`config.mk`:
```
export PLATFORM = sky130hd
export DESIGN_NAME = game_turn_arbiter_flat
export DESIGN_NICKNAME = d
export VERILOG_FILES = /design/src/rtl/game_turn_arbiter_if.sv /design/src/rtl/game_turn_arbiter.sv /design/src/flat_wrapper.sv
export SDC_FILE = /design/constraint.sdc
export NUM_CORES = 1
export LEC_CHECK = 0
export CAP_MARGIN = 10
export CORE_MARGIN = 3
export CORE_UTILIZATION = 40
export CTS_BUF_LIST = sky130_fd_sc_hd__clkbuf_16
export CTS_CLUSTER_DIAMETER = 200
export DETAILED_ROUTE_END_ITERATION = 8
export PLACE_DENSITY_LB_ADDON = 0.15
export SLEW_MARGIN = 15
export SYNTH_ARGS = -nofsm -noshare
export SYNTH_HDL_FRONTEND = slang
export SYNTH_SLANG_ARGS = --single-unit
```
`constraint.sdc`:
```
create_clock -name clk -period 1.9 [get_ports clk]
set_input_delay 0.475 -clock clk [delete_from_list [all_inputs] [get_ports clk]]
set_output_delay 0.475 -clock clk [all_outputs]
set_load 0.005 [all_outputs]
```
`src/rtl/game_turn_arbiter_if.sv`:
```
// Bundles the arbiter's start, player, counter read-back and counter-drive
// signals. The slave modport is the arbiter's view; the master modport is the
// view of whatever surrounds it (players, counter, test environment).
interface game_turn_arbiter_if #(
  parameter int WIDTH  = 2,
  parameter int MOVE_W = 8
);
  logic              start_i;
  logic [WIDTH-1:0]  start_val_i;
  logic              req_a_i;
  logic [1:0]        ctrl_a_i;
  logic              req_b_i;
  logic [1:0]        ctrl_b_i;
  logic [WIDTH-1:0]  count_i;
  logic              gameover_i;
  logic [1:0]        ctrl_o;
  logic              init_o;
  logic [WIDTH-1:0]  val_o;
  logic              gnt_a_o;
  logic              gnt_b_o;
  logic [MOVE_W-1:0] moves_a_o;
  logic [MOVE_W-1:0] moves_b_o;
  logic              busy_o;

  modport slave (
    input  start_i, start_val_i, req_a_i, ctrl_a_i, req_b_i, ctrl_b_i,
           count_i, gameover_i,
    output ctrl_o, init_o, val_o, gnt_a_o, gnt_b_o, moves_a_o, moves_b_o,
           busy_o
  );

  modport master (
    output start_i, start_val_i, req_a_i, ctrl_a_i, req_b_i, ctrl_b_i,
           count_i, gameover_i,
    input  ctrl_o, init_o, val_o, gnt_a_o, gnt_b_o, moves_a_o, moves_b_o,
           busy_o
  );
endinterface

```
`src/rtl/game_turn_arbiter.sv`:
```
// Two-player turn arbiter sitting in front of the shared game counter.
// Sequences a match IDLE -> LOAD -> PLAY -> DONE, grants at most one move per
// cycle and keeps the counter frozen (reload of its own value) otherwise.
// Build option: define GAME_ARB_PRIORITY_EN for fixed priority (A beats B);
// leave it undefined for round-robin arbitration.
module game_turn_arbiter #(
  parameter int WIDTH  = 2,
  parameter int MOVE_W = 8
) (
  input logic               clk,
  input logic               rst,
  game_turn_arbiter_if.slave bus
);

  typedef enum logic [1:0] {IDLE, LOAD, PLAY, DONE} state_t;

  localparam logic [MOVE_W-1:0] MOVE_MAX = '1;
  localparam logic [MOVE_W-1:0] MOVE_ONE = 1;

  state_t            state_q, state_d;
  logic              cmd_valid_q, cmd_valid_d;
  logic [1:0]        cmd_ctrl_q, cmd_ctrl_d;
  logic              gnt_a_q, gnt_a_d;
  logic              gnt_b_q, gnt_b_d;
  logic [MOVE_W-1:0] moves_a_q, moves_a_d;
  logic [MOVE_W-1:0] moves_b_q, moves_b_d;
  logic              busy_q, busy_d;
  logic [WIDTH-1:0]  start_val_q, start_val_d;
  logic              elig_a, elig_b;
  logic              pick_a, pick_b;

  // A player granted last cycle sits out this edge, so a request held one
  // cycle past its grant cannot be granted twice.
  assign elig_a = bus.req_a_i & ~gnt_a_q;
  assign elig_b = bus.req_b_i & ~gnt_b_q;

`ifdef GAME_ARB_PRIORITY_EN
  assign pick_a = elig_a;
`else
  // last_q: 1 = B won the last contested edge, so A goes first after reset.
  logic last_q, last_d;
  assign pick_a = elig_a & (~elig_b | last_q);
`endif
  assign pick_b = elig_b & ~pick_a;

  // Counter drive: reload the current count unless a move command is pending.
  assign bus.init_o    = ~cmd_valid_q;
  assign bus.ctrl_o    = cmd_ctrl_q;
  assign bus.val_o     = (state_q == LOAD) ? start_val_q : bus.count_i;
  assign bus.gnt_a_o   = gnt_a_q;
  assign bus.gnt_b_o   = gnt_b_q;
  assign bus.moves_a_o = moves_a_q;
  assign bus.moves_b_o = moves_b_q;
  assign bus.busy_o    = busy_q;

  // Next-state and next-register values for the match sequencer.
  always_comb begin
    // NOTE: every target gets a default before the case so no path leaves a
    // value unassigned, which would infer a latch.
    state_d     = state_q;
    cmd_valid_d = 1'b0;
    cmd_ctrl_d  = cmd_ctrl_q;
    gnt_a_d     = 1'b0;
    gnt_b_d     = 1'b0;
    moves_a_d   = moves_a_q;
    moves_b_d   = moves_b_q;
    start_val_d = start_val_q;
`ifndef GAME_ARB_PRIORITY_EN
    last_d      = last_q;
`endif
    unique case (state_q)
      IDLE, DONE: begin
        if (bus.start_i) begin
          state_d     = LOAD;
          start_val_d = bus.start_val_i;
        end
      end
      LOAD: begin
        moves_a_d = '0;
        moves_b_d = '0;
        state_d   = PLAY;
      end
      PLAY: begin
        if (bus.start_i) begin
          // Abort: the command already issued still executes this edge.
          state_d     = LOAD;
          start_val_d = bus.start_val_i;
        end else if (bus.gameover_i) begin
          state_d = DONE;
        end else if (pick_a) begin
          cmd_valid_d = 1'b1;
          cmd_ctrl_d  = bus.ctrl_a_i;
          gnt_a_d     = 1'b1;
          if (moves_a_q != MOVE_MAX) moves_a_d = moves_a_q + MOVE_ONE;
`ifndef GAME_ARB_PRIORITY_EN
          if (elig_b) last_d = 1'b0;
`endif
        end else if (pick_b) begin
          cmd_valid_d = 1'b1;
          cmd_ctrl_d  = bus.ctrl_b_i;
          gnt_b_d     = 1'b1;
          if (moves_b_q != MOVE_MAX) moves_b_d = moves_b_q + MOVE_ONE;
`ifndef GAME_ARB_PRIORITY_EN
          if (elig_a) last_d = 1'b1;
`endif
        end
      end
      default: state_d = IDLE;
    endcase
    busy_d = (state_d == LOAD) || (state_d == PLAY);
  end

  // State and all registered outputs, asynchronously reset.
  always_ff @(posedge clk or posedge rst) begin
    if (rst) begin
      state_q     <= IDLE;
      cmd_valid_q <= 1'b0;
      cmd_ctrl_q  <= 2'd0;
      gnt_a_q     <= 1'b0;
      gnt_b_q     <= 1'b0;
      moves_a_q   <= '0;
      moves_b_q   <= '0;
      busy_q      <= 1'b0;
      start_val_q <= '0;
`ifndef GAME_ARB_PRIORITY_EN
      last_q      <= 1'b1;
`endif
    end else begin
      // NOTE: non-blocking assignments so every register samples the values
      // from before this edge, independent of statement order.
      state_q     <= state_d;
      cmd_valid_q <= cmd_valid_d;
      cmd_ctrl_q  <= cmd_ctrl_d;
      gnt_a_q     <= gnt_a_d;
      gnt_b_q     <= gnt_b_d;
      moves_a_q   <= moves_a_d;
      moves_b_q   <= moves_b_d;
      busy_q      <= busy_d;
      start_val_q <= start_val_d;
`ifndef GAME_ARB_PRIORITY_EN
      last_q      <= last_d;
`endif
    end
  end

endmodule
```
`src/flat_wrapper.sv`:
```
// flat-port wrapper written by rule: the top's interface ports become plain ports
module game_turn_arbiter_flat 
#(
  parameter int WIDTH  = 2,
  parameter int MOVE_W = 8
)
  (clk, rst, bus_start_i, bus_start_val_i, bus_req_a_i, bus_ctrl_a_i, bus_req_b_i, bus_ctrl_b_i, bus_count_i, bus_gameover_i, bus_ctrl_o, bus_init_o, bus_val_o, bus_gnt_a_o, bus_gnt_b_o, bus_moves_a_o, bus_moves_b_o, bus_busy_o);
  game_turn_arbiter_if #(.WIDTH(WIDTH), .MOVE_W(MOVE_W)) bus_i ();
  input logic clk;
  input logic rst;
  input wire logic [$bits(bus_i.start_i)-1:0] bus_start_i;
  input wire logic [$bits(bus_i.start_val_i)-1:0] bus_start_val_i;
  input wire logic [$bits(bus_i.req_a_i)-1:0] bus_req_a_i;
  input wire logic [$bits(bus_i.ctrl_a_i)-1:0] bus_ctrl_a_i;
  input wire logic [$bits(bus_i.req_b_i)-1:0] bus_req_b_i;
  input wire logic [$bits(bus_i.ctrl_b_i)-1:0] bus_ctrl_b_i;
  input wire logic [$bits(bus_i.count_i)-1:0] bus_count_i;
  input wire logic [$bits(bus_i.gameover_i)-1:0] bus_gameover_i;
  output wire logic [$bits(bus_i.ctrl_o)-1:0] bus_ctrl_o;
  output wire logic [$bits(bus_i.init_o)-1:0] bus_init_o;
  output wire logic [$bits(bus_i.val_o)-1:0] bus_val_o;
  output wire logic [$bits(bus_i.gnt_a_o)-1:0] bus_gnt_a_o;
  output wire logic [$bits(bus_i.gnt_b_o)-1:0] bus_gnt_b_o;
  output wire logic [$bits(bus_i.moves_a_o)-1:0] bus_moves_a_o;
  output wire logic [$bits(bus_i.moves_b_o)-1:0] bus_moves_b_o;
  output wire logic [$bits(bus_i.busy_o)-1:0] bus_busy_o;
  assign bus_i.start_i = bus_start_i;
  assign bus_i.start_val_i = bus_start_val_i;
  assign bus_i.req_a_i = bus_req_a_i;
  assign bus_i.ctrl_a_i = bus_ctrl_a_i;
  assign bus_i.req_b_i = bus_req_b_i;
  assign bus_i.ctrl_b_i = bus_ctrl_b_i;
  assign bus_i.count_i = bus_count_i;
  assign bus_i.gameover_i = bus_gameover_i;
  assign bus_ctrl_o = bus_i.ctrl_o;
  assign bus_init_o = bus_i.init_o;
  assign bus_val_o = bus_i.val_o;
  assign bus_gnt_a_o = bus_i.gnt_a_o;
  assign bus_gnt_b_o = bus_i.gnt_b_o;
  assign bus_moves_a_o = bus_i.moves_a_o;
  assign bus_moves_b_o = bus_i.moves_b_o;
  assign bus_busy_o = bus_i.busy_o;
  game_turn_arbiter #(.WIDTH(WIDTH), .MOVE_W(MOVE_W)) u_core (.clk(clk), .rst(rst), .bus(bus_i));
endmodule
```
-- After elaboration in Yosys (flattened, before gate mapping)
Index checks and enable logic that the tools add are counted.
- logic and storage cells: 86
- flip-flop bits (word level): 27
- input port bits: 14
- bitwise logic cells: 12
- muxes and demuxes: 35
- eq/ne operators: 15
- reduce and logical (&&, ||, !) cells: 12
- add/subtract/negate cells: 2
- operators by type and width (operator ; count):
    $mux W8 ; 9
    $pmux W8 S2 ; 2
    $mux W1 ; 17
    $add A8 B1 Y8 const B ; 2
    $ne A8 B8 Y1 const B ; 2
    $mux W2 ; 6
    $reduce_and A6 Y1 ; 2
    $ne A2 B1 Y1 const B ; 5
    $not A1 Y1 ; 7
    $eq A2 B2 Y1 const B ; 3
    $ne A2 B2 Y1 const B ; 3
    $pmux W2 S3 ; 1
    $reduce_bool A2 Y1 ; 3
    $reduce_and A5 Y1 ; 1
    $and A1 B1 Y1 ; 4
    $eq A2 B1 Y1 const B ; 2
    $reduce_and A4 Y1 ; 1
    $reduce_or A3 Y1 ; 1
    $logic_not A2 Y1 ; 1
    $reduce_and A2 Y1 ; 1
    $reduce_or A2 Y1 ; 1
    $logic_or A1 B1 Y1 ; 1
    $or A1 B1 Y1 ; 1

-- Depth between registers and ports, before layout
Gate-level depths: netlist (run 1).
- word-level depth: 12
- gate-level depth with buffers: 8
- depth with buffers taken out: 7

-- Worst setup path before layout (run 1)
Ideal clock, no wire load.
- path kind: flip-flop to flip-flop
- start: reg u_core.state_q[0]
- end: reg u_core.moves_a_q[5], in the netlist u_core.bus.moves_a_o[5]
- stages on the path, launching flop included: 8
- path buffers: 0
- path slack: -104 ps
- arrival time: 1927 ps
- cell sequence: dfrtp_1 -> inv_1 -> ha_1 -> or3b_4 -> o31ai_4 -> nand2_4 -> or3_1 -> a21oi_1
- longest elaborated chain between the ends: 3
- elaborated cells between the ends (all ways): 9
- ends and longest elaborated chain (item ; RTL line ; source):
    start, declared ; game_turn_arbiter.sv:20 ; state_t state_q, state_d;
    start signal, assigned ; game_turn_arbiter.sv:131 ; state_q <= state_d;
    $eq A2 B2 Y1 / $eq A2 B1 Y1 (equally long branches) ; game_turn_arbiter.sv:71 ; unique case (state_q)
    $ne A2 B1 Y1 (no source line), or another cell as far along ; -- ;
    $reduce_and A5 Y1 (no source line) ; -- ;
    end signal, assigned ; game_turn_arbiter.sv:136 ; moves_a_q <= moves_a_d;
    end, declared ; game_turn_arbiter.sv:25 ; logic [MOVE_W-1:0] moves_a_q, moves_a_d;
Parallel ways exist; a longest one is shown, timed or not.
A chain may end at the register's enable or synchronous reset.

-- Worst setup path in the final report (run 1)
- start: reg u_core.state_q[1]
- end: out bus_val_o[0]
- longest elaborated chain between the ends: 2
- ends and longest elaborated chain (item ; RTL line ; source):
    $eq A2 B1 Y1 ; game_turn_arbiter.sv:49 ; assign bus.val_o = (state_q == LOAD) ? start_val_q : bus.count_i;
    $mux W2 ; game_turn_arbiter.sv:49 ;
    end, declared ; flat_wrapper.sv:21 ; output wire logic [$bits(bus_i.val_o)-1:0] bus_val_o;
No other way between the ends.

==> results of run 1 <==
[worst max-delay path, stage by stage, from the launching register on]
cell,delay [ns]
dfrtp_1,0.40
buf_4,0.15
inv_4,0.05
ha_4,0.13
mux2_2,0.32
buf_2,0.13
[worst max-delay path by stage]
stage                                          end  slack, ns  cells past startpoint
2_1_floorplan  u_core.bus.moves_b_o[2]$_DFFE_PP0P_     -0.006                      8
3_3_place_gp   u_core.bus.moves_a_o[7]$_DFFE_PP0P_      -0.33                      7
3_5_place_dp   u_core.bus.moves_a_o[7]$_DFFE_PP0P_      -0.36                      7
4_1_cts        u_core.bus.moves_a_o[5]$_DFFE_PP0P_      -0.05                      7
5_1_grt        u_core.bus.moves_a_o[6]$_DFFE_PP0P_      -0.11                      8
6_report                              bus_val_o[0]      -0.02                      5
[logic make-up (layout without fill, tap and decap cells)]
group           after synthesis  after routing
fa+ha+maj                     5              5
xor+xnor                      6              6
mux                           9              9
compound gates               24             24
flops                        27             27
buf+inv                       9             76
simple gates                 61             61
[power groups by stage]
stage / Clock (uW) / Sequential, uW / Combinational (uW)
6_report: 477 / 748 / 1080
5_1_grt: 515 / 763 / 1170
4_1_cts: 487 / 747 / 1020
3_5_place_dp: 0 / 752 / 919
3_3_place_gp: 0 / 746 / 883
2_1_floorplan: 0 / 754 / 458
[cells in the mapped netlist (all sizes together)]
master | n | area share
nand3 | 9 | 0.031
o311ai | 1 | 0.0061
ha | 5 | 0.043
a31oi | 1 | 0.0043
clkbuf | 1 | 0.0026
nand2 | 14 | 0.042
and3 | 5 | 0.022
and2 | 2 | 0.0087
xnor2 | 1 | 0.0061
dfrtp | 26 | 0.45
inv | 7 | 0.018
nor2b | 4 | 0.017
o21a | 1 | 0.0052
and4 | 1 | 0.0061
a211o | 4 | 0.024
buf | 1 | 0.0035
or3 | 1 | 0.0043
nor4bb | 1 | 0.0069
a21bo | 1 | 0.0069
mux2 | 6 | 0.047
nor2 | 10 | 0.026
nand4 | 3 | 0.013
nor3b | 3 | 0.023
o31ai | 1 | 0.015
nand2b | 3 | 0.013
mux2i | 3 | 0.021
a21oi | 4 | 0.014
o22ai | 1 | 0.0043
or3b | 1 | 0.0078
o21ai | 8 | 0.028
dfstp | 1 | 0.018
xor2 | 5 | 0.030
o211ai | 1 | 0.0087
nor3 | 3 | 0.010
o32a | 1 | 0.0069
nand4b | 1 | 0.0061
[sequential cells by signal (all words and copies together), names as in the netlist]
signal,cells
u_core.bus.busy_o,1
u_core.bus.ctrl_o,2
u_core.bus.gnt_a_o,1
u_core.bus.gnt_b_o,1
u_core.bus.moves_a_o,8
u_core.bus.moves_b_o,8
u_core.cmd_valid_q,1
u_core.last_q,1
u_core.start_val_q,2
u_core.state_q,2
[per-stage QoR]
step           std cells  TNS (ns)
5_1_grt              254    -0.721
2_1_floorplan        141  -0.00979
4_1_cts              252    -0.205
6_report             254   -0.0526
3_3_place_gp         245     -4.36
3_5_place_dp         245     -5.01
[area by class of cell]
class | instances | area, sq um | area share
timing repair buffer | 65 | 584 | 0.261
multi-input combinational | 105 | 813 | 0.363
tap | 46 | 57.6 | 0.0257
clock inverter | 1 | 5.00 | 0.00223
sequential | 27 | 677 | 0.302
clock buffer | 3 | 75.1 | 0.0335
inverter | 7 | 28.8 | 0.0128
[repair_timing]
action | 4_1_cts | 5_1_grt
pin swaps | 2 | 5
endpoints found under the setup margin | 11 | 14
cloned | 0 | 0
buffers inserted | 3 | 2
hold endpoints to repair | 0 | 0
resized for setup | 19 | 14
[layer usage]
layer	track usage	vias to the layer above	wire length [microns]
li1	-	635	-
met1	0.233	652	1590
met2	0.338	26	2100
met3	0.0255	2	123
met4	0.0609	0	21
met5	0	-	0
==> results.yml, run 1 <==
timing:
  clock_skew_ns: 0.00138
  hold_viol: 0
  slew_headroom: 0.741
  fmax_mhz: 521
  setup_viol: 3
  tightest_slew_ns: 0.388
  post-route-period-util: 1.01
  fin_hold_ws_ns: 0.474
  rsz0062_at_grt: "yes"
  report.final.slew_viol_count: 0
  fin_ws_ns: -0.0200
  period_minus_slack_ns: 1.92
global_route:
  grt_pass1_wl_microns: 6270
  grt_max_degree: 16
  gr-total-overflow: 0
  grt_pass1_vias: 1349
  grt_antenna_before_repair: 0
  track_usage: 0.189
hold_path:
  hold_class: "in2async"
power:
  power_frac_seq: 0.325
  sw_frac_of_total: 0.329
  switchingPower_uw: 759
  power.leakage_uw: 0.00104
  power_uw: 2300
  pwr-share-comb: 0.468
  p_clk_frac: 0.207
  power.density_nw_per_um2: 1030
  ir_drop_mv: 0.784
  cellInternalPower_uw: 1540
setup_path:
  reg2reg_from: "u_core.state_q[1]$_DFF_PP0_"
  worstSetupPathType: "reg2out"
  arrival_ns: 1.45
  crit_path_start: "u_core.state_q[1]$_DFF_PP0_"
  worst_ep_required_time_ns: 1.42
  cp-start-kind: "flip-flop"
  path_max_fanout: 3
  reg2reg_depth: 7
  endpoint_kind: "primary output"
  r2r-end: "u_core.bus.moves_a_o[5]$_DFFE_PP0P_"
  rrSetupSlack_ns: -0.02
route:
  wl_per_cell_microns: 15.1
  drc: 0
  avgViaCountPerCell: 5.18
  wirelength_microns: 3840
  first_iter_violations: 57
  dr.pass1.iters: 4
  ant_nets: 0
  vias: 1315
floorplanning:
  coreArea_sq_um: 3420
  die_y_microns: 66.1
  io_pins: 38
  die_x_microns: 66.1
  dieArea_sq_um: 4370
  start_util: 0.423
  row_count: 21
clock_network:
  cts_made_buffers: 3
  cts_htree_levels: 1
  clkSinkCount: 27
  worst_skew_pair.late_latency_ns: 0.26
  cts_tree: "yes"
  cts_hold_buffers: 0
  clockBufferDepth: 2
  clkSlewWorstSetupHoldPaths_ns: 0.07
  cts-root-buf: "clkbuf_16"
synth:
  yosysSeqAreaShare: 0.469
  avgSynthCellArea_sq_um: 10.2
  synth_xor_area_frac: 0.0364
  syn_inst: 141
  ys.warnings.count: 0
  synth-compound-area-share: 0.123
  ys_ff_latch: 27
  synth_top_family_by_area: "simple AND/OR/NAND/NOR gates"
  yosysUniqueCellTypes: 40
  synth-simple-area-share: 0.237
  synthMuxAreaShare: 0.0676
  syn-num-nets: 160
  syn_area_sq_um: 1440
  synth-adder-area-share: 0.0433
placed_design:
  dpl-instance-area_sq_um: 2040
  numPortBuffers: 37
  place_congestion: 0.788
  place_ws_ns: -0.363
  dp_hpwl_microns: 2690
cells_and_area:
  postLayoutCoreUtil: 0.656
  layout_commonest_cell: "clkdlybuf4s50_1"
  syn_to_final_growth_pct: 55.2
  fillers: 312
  final_cell_mix: "31 x clkdlybuf4s50_1, 26 x dfrtp_1, 25 x buf_4"
  diodes: 0
  final_nets: 228
  fin_area_sq_um: 2240
  drive_gt1_frac: 0.279
run:
  drv_cap: 0
outcome:
  status: "complete, but fails checks"
  violations: "setup timing"
(Power assumes the default switching activity.)
==> inputs of run 2 (changes only) <==
--- a/config.mk
+++ b/config.mk
@@ -6,8 +6,10 @@
 export NUM_CORES = 1
 export LEC_CHECK = 0
 export CAP_MARGIN = 10
+export CELL_PAD_IN_SITES_DETAIL_PLACEMENT = 0
+export CELL_PAD_IN_SITES_GLOBAL_PLACEMENT = 1
 export CORE_MARGIN = 3
-export CORE_UTILIZATION = 40
+export CORE_UTILIZATION = 33
 export CTS_BUF_LIST = sky130_fd_sc_hd__clkbuf_16
 export CTS_CLUSTER_DIAMETER = 200
 export DETAILED_ROUTE_END_ITERATION = 8
==> run 2 against run 1 <==
Against the previous run: the flow still finishes with violations (setup timing); clock power about the same; clock-buffer cell count unchanged; sequential power decreased by 1%; global-route usage decreased by 5.0 points; worst hold slack improved by 0.016 ns; via count decreased by 4.5%; die area increased by 19%; core utilization decreased by 13 points; largest power group unchanged.
==> results.yml, run 2 (same netlist as run 1, synthesis figures left out) <==
global_route:
  gr-total-overflow: 0
  grt_antenna_before_repair: 0
  grt_pass1_vias: 1281
  track_usage: 0.139
  grt_pass1_wl_microns: 5750
  grt_max_degree: 28
cells_and_area:
  diodes: 0
  fin_area_sq_um: 2180
  drive_gt1_frac: 0.230
  final_cell_mix: "33 x clkdlybuf4s50_1, 26 x dfrtp_1, 21 x buf_4"
  layout_commonest_cell: "clkdlybuf4s50_1"
  final_nets: 224
  syn_to_final_growth_pct: 50.8
route:
  top_layer: "met4"
  avgViaCountPerCell: 4.94
  met2WireLength_microns: 1570
  dr.pass1.iters: 4
  ant_nets: 0
  vias: 1256
  drt-met1-wl_microns: 1440
  wirelength_microns: 3220
  first_iter_violations: 65
  wl_met3_microns: 150
  drc: 0
  wl_per_cell_microns: 12.7
setup_path:
  worst-path-buf-inv: 5
  critPathTopFamily: "buffers and inverters"
  arrival_ns: 2.14
  worstSetupPathType: "reg2reg"
  path_max_fanout: 5
  path_cells: "buf_6 -> inv_4 -> ha_4 -> or3b_4 -> o31ai_4 -> buf_6 -> buf_4 -> buf_4 -> nand3_1 -> o21ai_1"
  cp-start-kind: "flip-flop"
  worst_ep_required_time_ns: 2.09
  cpMaxStageDelayCell: "dfrtp_1"
  slowest_delay_ns: 0.40
  endpoint_kind: "flip-flop"
clock_network:
  cts_hold_buffers: 0
  clkSinkCount: 27
  clkSlewWorstSetupHoldPaths_ns: 0.07
  cts-root-buf: "clkbuf_16"
  cts_htree_levels: 1
  cts_tree: "yes"
  worst_skew_pair.late_latency_ns: 0.26
  clockBufferDepth: 2
  cts_made_buffers: 3
placed_design:
  place_congestion: 0.810
  numPortBuffers: 37
  dpl-instance-area_sq_um: 2010
  dp_hpwl_microns: 2390
floorplanning:
  die_x_microns: 72.1
  coreArea_sq_um: 4120
  dieArea_sq_um: 5200
  die_y_microns: 72.1
  io_pins: 38
  row_count: 23
  start_util: 0.351
timing:
  slew_headroom: 0.767
  setup_viol: 6
  report.final.slew_viol_count: 0
  post-route-period-util: 1.03
  period_minus_slack_ns: 1.95
  fin_hold_ws_ns: 0.490
  fin_ws_ns: -0.0523
  tightest_slew_ns: 0.347
  rsz0062_at_grt: "yes"
  clock_skew_ns: 0.00160
  hold_viol: 0
  fmax_mhz: 512
power:
  ir_drop_mv: 0.578
  power.leakage_uw: 0.00101
  power.density_nw_per_um2: 1040
hold_path:
  hold_class: "reg2reg"
run:
  drv_cap: 0
outcome:
  violations: "setup timing"
  status: "complete, but fails checks"
run 2: what timing repair did:
action,in CTS,in global routing
pin swaps,5,3
setup buffers,5,1
endpoints found under the setup margin,11,16
hold endpoints to repair,0,0
resized for setup,17,4
run 2: worst paths after layout:
path,startpoint,slack [ns],to,cells past startpoint
max,u_core.state_q[0]$_DFF_PP0_,-0.05,u_core.bus.moves_a_o[0]$_DFFE_PP0P_,10
min,u_core.start_val_q[1]$_DFFE_PP0P_,0.49,u_core.start_val_q[1]$_DFFE_PP0P_,1
max reg2reg,u_core.state_q[0]$_DFF_PP0_,-0.05,u_core.bus.moves_a_o[0]$_DFFE_PP0P_,10
min reg2reg,u_core.start_val_q[1]$_DFFE_PP0P_,0.49,u_core.start_val_q[1]$_DFFE_PP0P_,1
max in group asynchronous,rst,1.04,u_core.last_q$_DFFE_PP1P_,3
min in group asynchronous,rst,0.57,u_core.start_val_q[1]$_DFFE_PP0P_,3
run 2: stage by stage:
stage	cells	TNS [ns]	power [uW]	worst slack, ns	util
2_1_floorplan	141	-0.00979	1210	-0.00572	-
3_3_place_gp	244	-3.76	1610	-0.304	0.487
3_5_place_dp	244	-4.57	1630	-0.354	0.487
4_1_cts	253	-0.268	2250	-0.0999	0.522
5_1_grt	254	-1.17	2420	-0.157	0.529
6_report	254	-0.199	2260	-0.0523	0.529
run 2: area by class of cell:
cell class / count / area (sq um)
fillers: 400 / 1940
multi-input cells: 105 / 776
flip-flops and latches: 27 / 677
repair buffers: 61 / 554
clock buffers: 3 / 75.1
well taps: 50 / 62.6
inverters: 7 / 28.8
clock inverters: 1 / 3.75
run 2: where the power goes:
part | internal, uW | total (uW) | leakage [uW] | switching, uW
combinational | 583 | 1040 | 0.000607 | 462
sequential | 683 | 739 | 0.000360 | 56.1
clock | 282 | 478 | 0.0000423 | 196
run 2: per-layer routing:
| metal | up-vias | track usage |
|---|---|---|
| li1 | 631 | - |
| met1 | 584 | 0.178 |
| met2 | 36 | 0.234 |
| met3 | 5 | 0.0263 |
| met4 | 0 | 0.0501 |
| met5 | - | 0 |
